`src/rtl/patient_countdown_timer_pkg.sv`:
```
// -----------------------------------------------------------------------------
// patient_countdown_timer_pkg
// Shared definitions for the patient countdown timer:
//   - control state codes driven by the control block
//   - BCD time packing (HH:MM:SS, six 4-bit digits)
//   - internal FSM encoding
//   - preset sanitising helpers
// -----------------------------------------------------------------------------
package patient_countdown_timer_pkg;

    // Control state codes from the control block; anything else is an exception.
    localparam logic [3:0] ST_RESET = 4'd0;
    localparam logic [3:0] ST_SET   = 4'd1;
    localparam logic [3:0] ST_LOAD  = 4'd2;
    localparam logic [3:0] ST_START = 4'd3;

    // Digit field offsets inside the 24-bit BCD word.
    localparam int unsigned HH_T_LSB = 20;
    localparam int unsigned HH_U_LSB = 16;
    localparam int unsigned MM_T_LSB = 12;
    localparam int unsigned MM_U_LSB = 8;
    localparam int unsigned SS_T_LSB = 4;
    localparam int unsigned SS_U_LSB = 0;

    typedef struct packed {
        logic [3:0] hh_t;
        logic [3:0] hh_u;
        logic [3:0] mm_t;
        logic [3:0] mm_u;
        logic [3:0] ss_t;
        logic [3:0] ss_u;
    } bcd_time_t;

    localparam bcd_time_t RESET_TIME = 24'h125959;
    localparam bcd_time_t ZERO_TIME  = 24'h000000;

    typedef enum logic [1:0] {
        FSM_IDLE = 2'd0,
        FSM_HOLD = 2'd1,
        FSM_RUN  = 2'd2,
        FSM_DONE = 2'd3
    } fsm_t;

    // Saturate a single digit to a ceiling.
    function automatic logic [3:0] digit_clamp(input logic [3:0] d, input logic [3:0] ceil);
        logic [3:0] r;
        if (d > ceil) begin
            r = ceil;
        end else begin
            r = d;
        end
        return r;
    endfunction

    // Force a raw preset into a legal duration (max 12:59:59, 00 hours allowed).
    function automatic bcd_time_t sanitise_time(input logic [23:0] raw);
        bcd_time_t t;
        t      = bcd_time_t'(raw);
        t.hh_t = digit_clamp(t.hh_t, 4'd1);
        t.hh_u = digit_clamp(t.hh_u, 4'd9);
        t.mm_t = digit_clamp(t.mm_t, 4'd5);
        t.mm_u = digit_clamp(t.mm_u, 4'd9);
        t.ss_t = digit_clamp(t.ss_t, 4'd5);
        t.ss_u = digit_clamp(t.ss_u, 4'd9);
        if (t.hh_t == 4'd1) begin
            t.hh_u = digit_clamp(t.hh_u, 4'd2);
        end else begin
            t.hh_u = t.hh_u;
        end
        return t;
    endfunction

endpackage

```
`src/rtl/patient_countdown_timer_bcd_digit_down.sv`:
```
// -----------------------------------------------------------------------------
// bcd_digit_down
// One BCD digit of the decrement borrow chain.
//   digit      : current digit value
//   borrow_in  : request to subtract one from this digit
//   digit_next : resulting digit (wraps 0 -> MAX)
//   borrow_out : propagated borrow when this digit wrapped
// -----------------------------------------------------------------------------
module bcd_digit_down #(
    parameter logic [3:0] MAX = 4'd9
) (
    input  logic [3:0] digit,
    input  logic       borrow_in,
    output logic [3:0] digit_next,
    output logic       borrow_out
);

    // Subtract the incoming borrow, wrapping to MAX and borrowing onward at zero.
    always_comb begin
        digit_next = digit;
        borrow_out = 1'b0;
        if (borrow_in) begin
            if (digit == 4'd0) begin
                digit_next = MAX;
                borrow_out = 1'b1;
            end else begin
                digit_next = digit - 4'd1;
                borrow_out = 1'b0;
            end
        end else begin
            digit_next = digit;
            borrow_out = 1'b0;
        end
    end

endmodule

```
`src/rtl/patient_countdown_timer.sv`:
```
// -----------------------------------------------------------------------------
// patient_countdown_timer
// Medication/patient countdown: loads a sanitised BCD preset, counts down once
// per second while started, stops at 00:00:00 and raises an alarm.
// Ports:
//   clk, reset_n       : clock, asynchronous active-low reset
//   state[3:0]         : control code 0 reset, 1 set, 2 load(hold), 3 start,
//                        4..15 exception (everything frozen)
//   preset_time[23:0]  : BCD HH MM SS preset
//   current_time[23:0] : live BCD count
//   running            : counting in progress
//   expired            : one-cycle pulse when a decrement reaches 00:00:00
//   alarm              : alarm indicator
//   tick               : one-cycle pulse on each internal second boundary
// Build option: PATIENT_TIMER_ALARM_BLINK_EN makes alarm toggle on every tick
// while expired (0.5 Hz blink); otherwise alarm is steady and the prescaler
// rests at zero once expired.
// -----------------------------------------------------------------------------
module patient_countdown_timer
    import patient_countdown_timer_pkg::*;
#(
    parameter int unsigned TICK_DIV = 50000000,
    parameter int unsigned CNT_W    = 26
) (
    input  logic        clk,
    input  logic        reset_n,
    input  logic [3:0]  state,
    input  logic [23:0] preset_time,
    output logic [23:0] current_time,
    output logic        running,
    output logic        expired,
    output logic        alarm,
    output logic        tick
);

    localparam logic [CNT_W-1:0] TICK_LAST = CNT_W'(TICK_DIV - 1);

    fsm_t             fsm_q, fsm_d;
    bcd_time_t        time_q, time_d;
    logic [CNT_W-1:0] presc_q, presc_d;
    logic             running_q, running_d;
    logic             expired_q, expired_d;
    logic             alarm_q, alarm_d;
    logic             tick_q, tick_d;

    bcd_time_t        dec_time_s;
    logic [5:0]       borrow_s;
    logic             wrap_s;
    logic             dec_zero_s;

    // Borrow chain: SS units always receives the one-second borrow.
    bcd_digit_down #(.MAX(4'd9)) u_ss_u (.digit(time_q.ss_u), .borrow_in(1'b1),
        .digit_next(dec_time_s.ss_u), .borrow_out(borrow_s[0]));
    bcd_digit_down #(.MAX(4'd5)) u_ss_t (.digit(time_q.ss_t), .borrow_in(borrow_s[0]),
        .digit_next(dec_time_s.ss_t), .borrow_out(borrow_s[1]));
    bcd_digit_down #(.MAX(4'd9)) u_mm_u (.digit(time_q.mm_u), .borrow_in(borrow_s[1]),
        .digit_next(dec_time_s.mm_u), .borrow_out(borrow_s[2]));
    bcd_digit_down #(.MAX(4'd5)) u_mm_t (.digit(time_q.mm_t), .borrow_in(borrow_s[2]),
        .digit_next(dec_time_s.mm_t), .borrow_out(borrow_s[3]));
    bcd_digit_down #(.MAX(4'd9)) u_hh_u (.digit(time_q.hh_u), .borrow_in(borrow_s[3]),
        .digit_next(dec_time_s.hh_u), .borrow_out(borrow_s[4]));
    bcd_digit_down #(.MAX(4'd9)) u_hh_t (.digit(time_q.hh_t), .borrow_in(borrow_s[4]),
        .digit_next(dec_time_s.hh_t), .borrow_out(borrow_s[5]));

    // Borrow out of HH tens means the count underflowed (corrupted state):
    // treat it as having reached zero rather than wrapping to 99:59:59.
    always_comb begin
        dec_zero_s = (dec_time_s == ZERO_TIME) || borrow_s[5];
        wrap_s     = (presc_q == TICK_LAST);
    end

    // Next-state logic: control code selects the mode; exceptions freeze all state.
    always_comb begin
        fsm_d     = fsm_q;
        time_d    = time_q;
        presc_d   = presc_q;
        running_d = running_q;
        alarm_d   = alarm_q;
        expired_d = 1'b0;
        tick_d    = 1'b0;
        case (state)
            ST_RESET, ST_SET: begin
                fsm_d     = FSM_IDLE;
                time_d    = sanitise_time(preset_time);
                presc_d   = '0;
                alarm_d   = 1'b0;
                running_d = 1'b0;
            end
            ST_LOAD: begin
                fsm_d     = FSM_HOLD;
                running_d = 1'b0;
            end
            ST_START: begin
                if (fsm_q == FSM_DONE) begin
                    running_d = 1'b0;
`ifdef PATIENT_TIMER_ALARM_BLINK_EN
                    if (wrap_s) begin
                        presc_d = '0;
                        alarm_d = ~alarm_q;
                        tick_d  = 1'b1;
                    end else begin
                        presc_d = presc_q + CNT_W'(1);
                    end
`else
                    presc_d = '0;
                    alarm_d = 1'b1;
`endif
                end else if (time_q == ZERO_TIME) begin
                    // Started with nothing to count: alarm without an expiry pulse.
                    fsm_d     = FSM_DONE;
                    presc_d   = '0;
                    alarm_d   = 1'b1;
                    running_d = 1'b0;
                end else if (wrap_s) begin
                    presc_d = '0;
                    tick_d  = 1'b1;
                    if (dec_zero_s) begin
                        time_d    = ZERO_TIME;
                        fsm_d     = FSM_DONE;
                        expired_d = 1'b1;
                        alarm_d   = 1'b1;
                        running_d = 1'b0;
                    end else begin
                        time_d    = dec_time_s;
                        fsm_d     = FSM_RUN;
                        running_d = 1'b1;
                    end
                end else begin
                    fsm_d     = FSM_RUN;
                    presc_d   = presc_q + CNT_W'(1);
                    running_d = 1'b1;
                end
            end
            default: begin
                fsm_d     = fsm_q;
                time_d    = time_q;
                presc_d   = presc_q;
                running_d = running_q;
                alarm_d   = alarm_q;
            end
        endcase
    end

    // State and output registers.
    always_ff @(posedge clk or negedge reset_n) begin
        if (!reset_n) begin
            fsm_q     <= FSM_IDLE;
            time_q    <= RESET_TIME;
            presc_q   <= '0;
            running_q <= 1'b0;
            expired_q <= 1'b0;
            alarm_q   <= 1'b0;
            tick_q    <= 1'b0;
        end else begin
            fsm_q     <= fsm_d;
            time_q    <= time_d;
            presc_q   <= presc_d;
            running_q <= running_d;
            expired_q <= expired_d;
            alarm_q   <= alarm_d;
            tick_q    <= tick_d;
        end
    end

    assign current_time = time_q;
    assign running      = running_q;
    assign expired      = expired_q;
    assign alarm        = alarm_q;
    assign tick         = tick_q;

endmodule
```
`config.mk`:
```
export PLATFORM = sky130hd
export DESIGN_NAME = patient_countdown_timer
export DESIGN_NICKNAME = d
export VERILOG_FILES = /design/src/rtl/patient_countdown_timer_pkg.sv /design/src/rtl/patient_countdown_timer_bcd_digit_down.sv /design/src/rtl/patient_countdown_timer.sv
export SDC_FILE = /design/constraint.sdc
export NUM_CORES = 1
export LEC_CHECK = 0
export ABC_CLOCK_PERIOD_IN_PS = 3200
export CORE_MARGIN = 10
export CORE_UTILIZATION = 45
export DETAILED_ROUTE_END_ITERATION = 12
export PLACE_DENSITY = 0.67
export SETUP_SLACK_MARGIN = 0.1
export SLEW_MARGIN = 20
export SYNTH_ARGS = -nofsm -noshare
export SYNTH_HDL_FRONTEND = slang
export SYNTH_SLANG_ARGS = --single-unit
```
`constraint.sdc`:
```
create_clock -name clk -period 3.2 [get_ports clk]
set_input_delay 0.64 -clock clk [delete_from_list [all_inputs] [get_ports clk]]
set_output_delay 0.64 -clock clk [all_outputs]
set_load 0.005 [all_outputs]
```
Yosys cells after proc, flatten, opt, wreduce, memory -nomap -nowiden
Index checks and enable logic that the tools add are counted.
{ "word_totals": {"regBits": 56, "input_bits": 30, "elab_cells": 120} }
{ "classes": {"add_sub_neg": 7, "order_cmp": 7, "n_eq_ne": 11, "mux": 65, "reduce_logical": 18} }
{ "ops": {"columns": ["cell", "n"], "rows": [
  ["$mux 24", 4],
  ["$mux 4", 21],
  ["$mux 26", 3],
  ["$pmux 26 s2", 1],
  ["$logic_not 24->1", 2],
  ["$pmux 24 s2", 1],
  ["$mux 1", 29],
  ["$logic_not 4->1", 7],
  ["$add 26x1->26 const B", 1],
  ["$eq 26x26->1 const B", 1],
  ["$sub 4x1->4 const B", 6],
  ["$gt 4x4->1 const B", 3],
  ["$eq 4x1->1 const B", 2],
  ["$eq 4x2->1 const B", 2],
  ["$gt 4x3->1 const B", 2],
  ["$ne 4x4->1 const B", 2],
  ["$mux 2", 3],
  ["$ne 2x2->1 const B", 3],
  ["$pmux 2 s3", 1],
  ["$gt 4x1->1 const B", 1],
  ["$gt 4x2->1 const B", 1],
  ["$pmux 1 s2", 2],
  ["$reduce_and 4->1", 1],
  ["$reduce_bool 2->1", 2],
  ["other kinds (7)", 7]
]} }

Logic depth before layout (Yosys ltp)
{ "depth": {"ltp_word": 14, "depth_mapped": 10, "depth_no_buf": 7} }

Cells and area by module
Synthesis repeated with hierarchy kept, for this count alone.
{ "unflattened": {"hier_cells": 369, "area_unflattened_um2": 3537.1} }
{ "by_module_without_submodules": {"columns": ["module", "instances", "cells_each", "area_per_inst_um2"], "rows": [
  ["patient_countdown_timer", 1, 307, 3104.2],
  ["bcd_digit_down (u_hh_t ...)", 4, 11, 78.8],
  ["bcd_digit_down (u_mm_t ...)", 2, 9, 58.8]
]} }

Worst setup path before layout
OpenSTA, ideal clock, no wires.
{ "synth_timing": {"path_kind": "register to register", "startpoint": "register time_q (netlist bit current_time[1])", "endpoint": "register time_q (netlist bit current_time[5])", "setup_ns": 0.127, "arrival_time_ns": 2.766, "required_ns": 3.073, "path_slack_ns": 0.307, "path_stages_with_launch": 11, "n_path_buf": 4, "synth_period_minus_slack_ns": 2.893, "cell_sequence": "dfrtp_1 > or4_1 > buf_2 > or4_4 > buf_6 > o31a_4 > a31oi_4 > buf_6 > buf_8 > mux2i_1 > o21ai_1"} }
{ "synth_via": {"elab_chain_len": 14, "word_cells_on_any_way": 24, "classes_between": "add/sub: 1; eq/ne: 1; mux: 17; reduce/logical: 5"} }
{ "synth_lines": {"columns": ["element", "line", "source"], "rows": [
  ["start, declared", "patient_countdown_timer.sv:39", "bcd_time_t time_q, time_d;"],
  ["start signal, assigned", "patient_countdown_timer.sv:156", "time_q <= time_d;"],
  ["$logic_not 4->1", "patient_countdown_timer_bcd_digit_down.sv:23", "if (digit == 4'd0) begin"],
  ["$mux 1", "patient_countdown_timer_bcd_digit_down.sv:23", null],
  ["$mux 1 (4 in a row)", "patient_countdown_timer_bcd_digit_down.sv:22", "if (borrow_in) begin"],
  ["$mux 4", "patient_countdown_timer_bcd_digit_down.sv:22", null],
  ["$logic_not 24->1", "patient_countdown_timer.sv:68", "dec_zero_s = (dec_time_s == ZERO_TIME) || borrow_s[5];"],
  ["$logic_or 1x1->1", "patient_countdown_timer.sv:68", null],
  ["$mux 24", "patient_countdown_timer.sv:117", "if (dec_zero_s) begin"],
  ["$mux 24", "patient_countdown_timer.sv:114", "end else if (wrap_s) begin"],
  ["$mux 24", "patient_countdown_timer.sv:108", "end else if (time_q == ZERO_TIME) begin"],
  ["$mux 24", "patient_countdown_timer.sv:94", "if (fsm_q == FSM_DONE) begin"],
  ["$pmux 24 s2", "patient_countdown_timer.sv:81", "case (state)"]
]} }
Parallel ways exist; a longest one is shown, timed or not. The select of a mux whose other input is x is not followed.
A chain may end at the register's enable or synchronous reset.

Worst setup path after layout
{ "layout_timing": {"startpoint": "register time_q (netlist bit current_time[5])", "endpoint": "register time_q (netlist bit current_time[5])"} }
The elaborated chain is that of the path after synthesis.

==> out/summary.txt <==
min-delay worst type -> primary input to async pin
drt wl/cell -> 16.7 µm
syn avg cell area -> 8.70 µm²
placed cells -> 553
Adder-Cell Fraction of Synth Area -> 0.366%
Post-Syn Instances -> 393
post-synthesis mux area share -> 3.26%
total gr overflow -> 0
most frequent cells in the layout -> clkdlybuf4s50_1, dfrtp_1, nor2_1
Max-Cap Viols -> 0
most common cell after layout, fill and taps aside -> clkdlybuf4s50_1
PwrDens -> 370 nW/µm²
1st-iter DRT viols -> 153
FF/Latch Area -> 1410 µm²
Compound-Gate Fraction of Synth Area -> 20.4%
Leak -> 1.75 nW
CTS clk-pin slew, worst paths -> 0.10 ns
min cycle time layout -> 2.94 ns
DR pass1 iterations -> 6
Crit Path Class -> register to register
start point of the critical path -> current_time[5]$_DFFE_PN0P_
GRT Resource Usage Total -> 16.3%
largest net degree at the start of global routing -> 36
synth warn -> 0
peak supply drop -> 175 µV
Final GP Congestion -> 0.859
site row count -> 31
Setup crit start kind -> register
H-tree depth -> 2
worst path cell trace -> or4_1, or4_4, o31a_4, a31oi_4, buf_4, mux2i_1, o21ai_1
Main synth FF type -> dfrtp_1
Net count, final -> 494
Filler Cell Count -> 654
Critical Path Slowest Stage Cell -> or4_4
die area -> 11,500 µm²
# clock sinks -> 56
die span in y -> 107 µm
diodes inserted -> 0
Post-synth EDFFs -> 0
top-area cell type share of the netlist area -> 33.7%
Critical Path End Type -> register
worst hold slack -> 0.407 ns
clk buf depth -> 2
Seq/Total Area, Yosys -> 41.3%
Fin Setup TNS -> 0 ns
r2r startpoint -> current_time[5]$_DFFE_PN0P_
Post-Synth Simple-Gate Area -> 25.5%
Final Util -> 58.6%
ys async rst share -> 100%
maximum fanout along the worst path -> 10
final wirelength -> 9430 µm
synthesized flop and latch total -> 56
initial antenna violation count -> 0
# DRC -> 0
final hold violations -> 0
count of endpoints failing setup in the final report -> 0
Worst-Skew Late Latency -> 0.32 ns
Initial Utilization -> 46.6%
dpl hpwl -> 7070 µm
cell taking the most area after synthesis -> dfrtp_1
synthesis-to-finish area growth -> 25.5%
area of the multi-input gates -> 1820 µm²
final count of pins violating max slew -> 0
fmax -> 341 MHz
Post-DRT Antenna Nets -> 0
number of global-route vias before repair -> 3,179
layout cells sized above 1 -> 11.6%
routed vias/inst -> 5.83
Setup Skew -> 0.00723 ns
CP arrival -> 3.14 ns
via count -> 3,285
core area -> 7330 µm²
normalized max-slew margin -> 46.2%
Max stage delay on crit path -> 0.60 ns
critical path required time -> 3.41 ns
io pins -> 58
I/O Buffers -> 57
Final period util -> 91.7%
CTS tree -> built
Chip Width -> 107 µm
worst slew pin tran -> 0.807 ns
Synth Area in XOR/XNOR -> 3.59%
outcome -> finished clean
synthesized area -> 3420 µm²
clk root buf -> clkbuf_8
first-pass GRT wire length -> 15,800 µm
synth unique cells -> 66
Post-Syn Nets -> 424
final cell count without fillers -> 563
synth top area cells -> dfrtp_1, dfstp_2, nor2_1
largest family of logic cells by synthesized area -> simple AND/OR/NAND/NOR gates
TritonCTS Buffers -> 5
RSZ-0062 raised after global routing -> no
where the power goes:
group	internal (mW)	switching [mW]
clock	0.154	0.241
combinational	0.190	0.158
sequential	0.770	0.0745
total	1.11	0.474
cells in the mapped netlist, drive strengths merged, types with 2 or more instances:
library cell	count
dfrtp	46
nor2	45
o21ai	30
nand2	25
nand3	21
inv	20
a21oi	17
nor3	16
nor4	16
a31oi	11
clkbuf	11
xnor2	11
dfstp	10
mux2i	10
and3	9
buf	9
o22ai	8
nand4	7
or3	7
or4	6
o211ai	5
o31ai	5
a22o	4
o21bai	3
xor2	3
a211oi	2
and2	2
and4	2
nand3b	2
o2111ai	2
o311ai	2
or2	2
or4b	2
critical path, delay by kind of cell (launching register included):
family                 cells  cell delay (ns)
AND/OR/NAND/NOR            2             1.19
AO/OA/AOI/OAI              3             0.74
flip-flops                 1             0.46
buffers and inverters      1             0.25
multiplexers               1             0.19
worst paths after layout:
kind	to	slack, ns	cells after the start
max in group asynchronous	alarm$_DFFE_PN0P_	2.11	2
min in group clk	presc_q[5]$_DFFE_PN0P_	0.52	1
min reg2reg	presc_q[5]$_DFFE_PN0P_	0.52	1
max reg2reg	current_time[5]$_DFFE_PN0P_	0.26	7
min	current_time[7]$_DFFE_PN0P_	0.41	1
max	current_time[5]$_DFFE_PN0P_	0.26	7
state kept, by name, summed over array words and instances (netlist names):
| signal | flops |
|---|---|
| current_time | 24 |
| alarm | 1 |
| fsm_q | 2 |
| running | 1 |
| presc_q | 26 |
| expired | 1 |
| tick | 1 |
layer usage:
metal / wire length [µm] / track usage [%]
met3: 631 / 3.05
met2: 4630 / 27.4
met5: 0 / 0
met1: 4090 / 21.4
met4: 77 / 3.09
final cells by class:
cell class / instances / share of cell area [%]
sequential: 56 / 32.9
timing repair buffer: 83 / 18.0
multi-input combinational: 297 / 42.4
clock buffer: 5 / 1.60
inverter: 20 / 1.75
clock inverter: 3 / 0.437
tap: 99 / 2.89
repair_timing:
| item | CTS | global route |
|---|---|---|
| endpoints found under the setup margin | 0 | 18 |
| hold buffers | 0 | 0 |
| setup buffers | 0 | 2 |
| resized for setup | 0 | 1 |
stage by stage:
stage	setup WS [ns]	total power [mW]	cell area (µm²)
3_5_place_dp	0.198	1.20	4190
6_report	0.265	1.59	4290
3_3_place_gp	0.240	1.20	4190
2_1_floorplan	0.307	0.995	3420
5_1_grt	0.114	1.67	4290
4_1_cts	0.190	1.60	4270
cells by family after synthesis:
| group | count (synthesis) |
|---|---|
| compound gates | 103 |
| xor+xnor | 14 |
| fa+ha+maj | 1 |
| buf+inv | 40 |
| flops | 56 |
| mux | 11 |
| simple gates | 168 |
(Power assumes the default switching activity.)
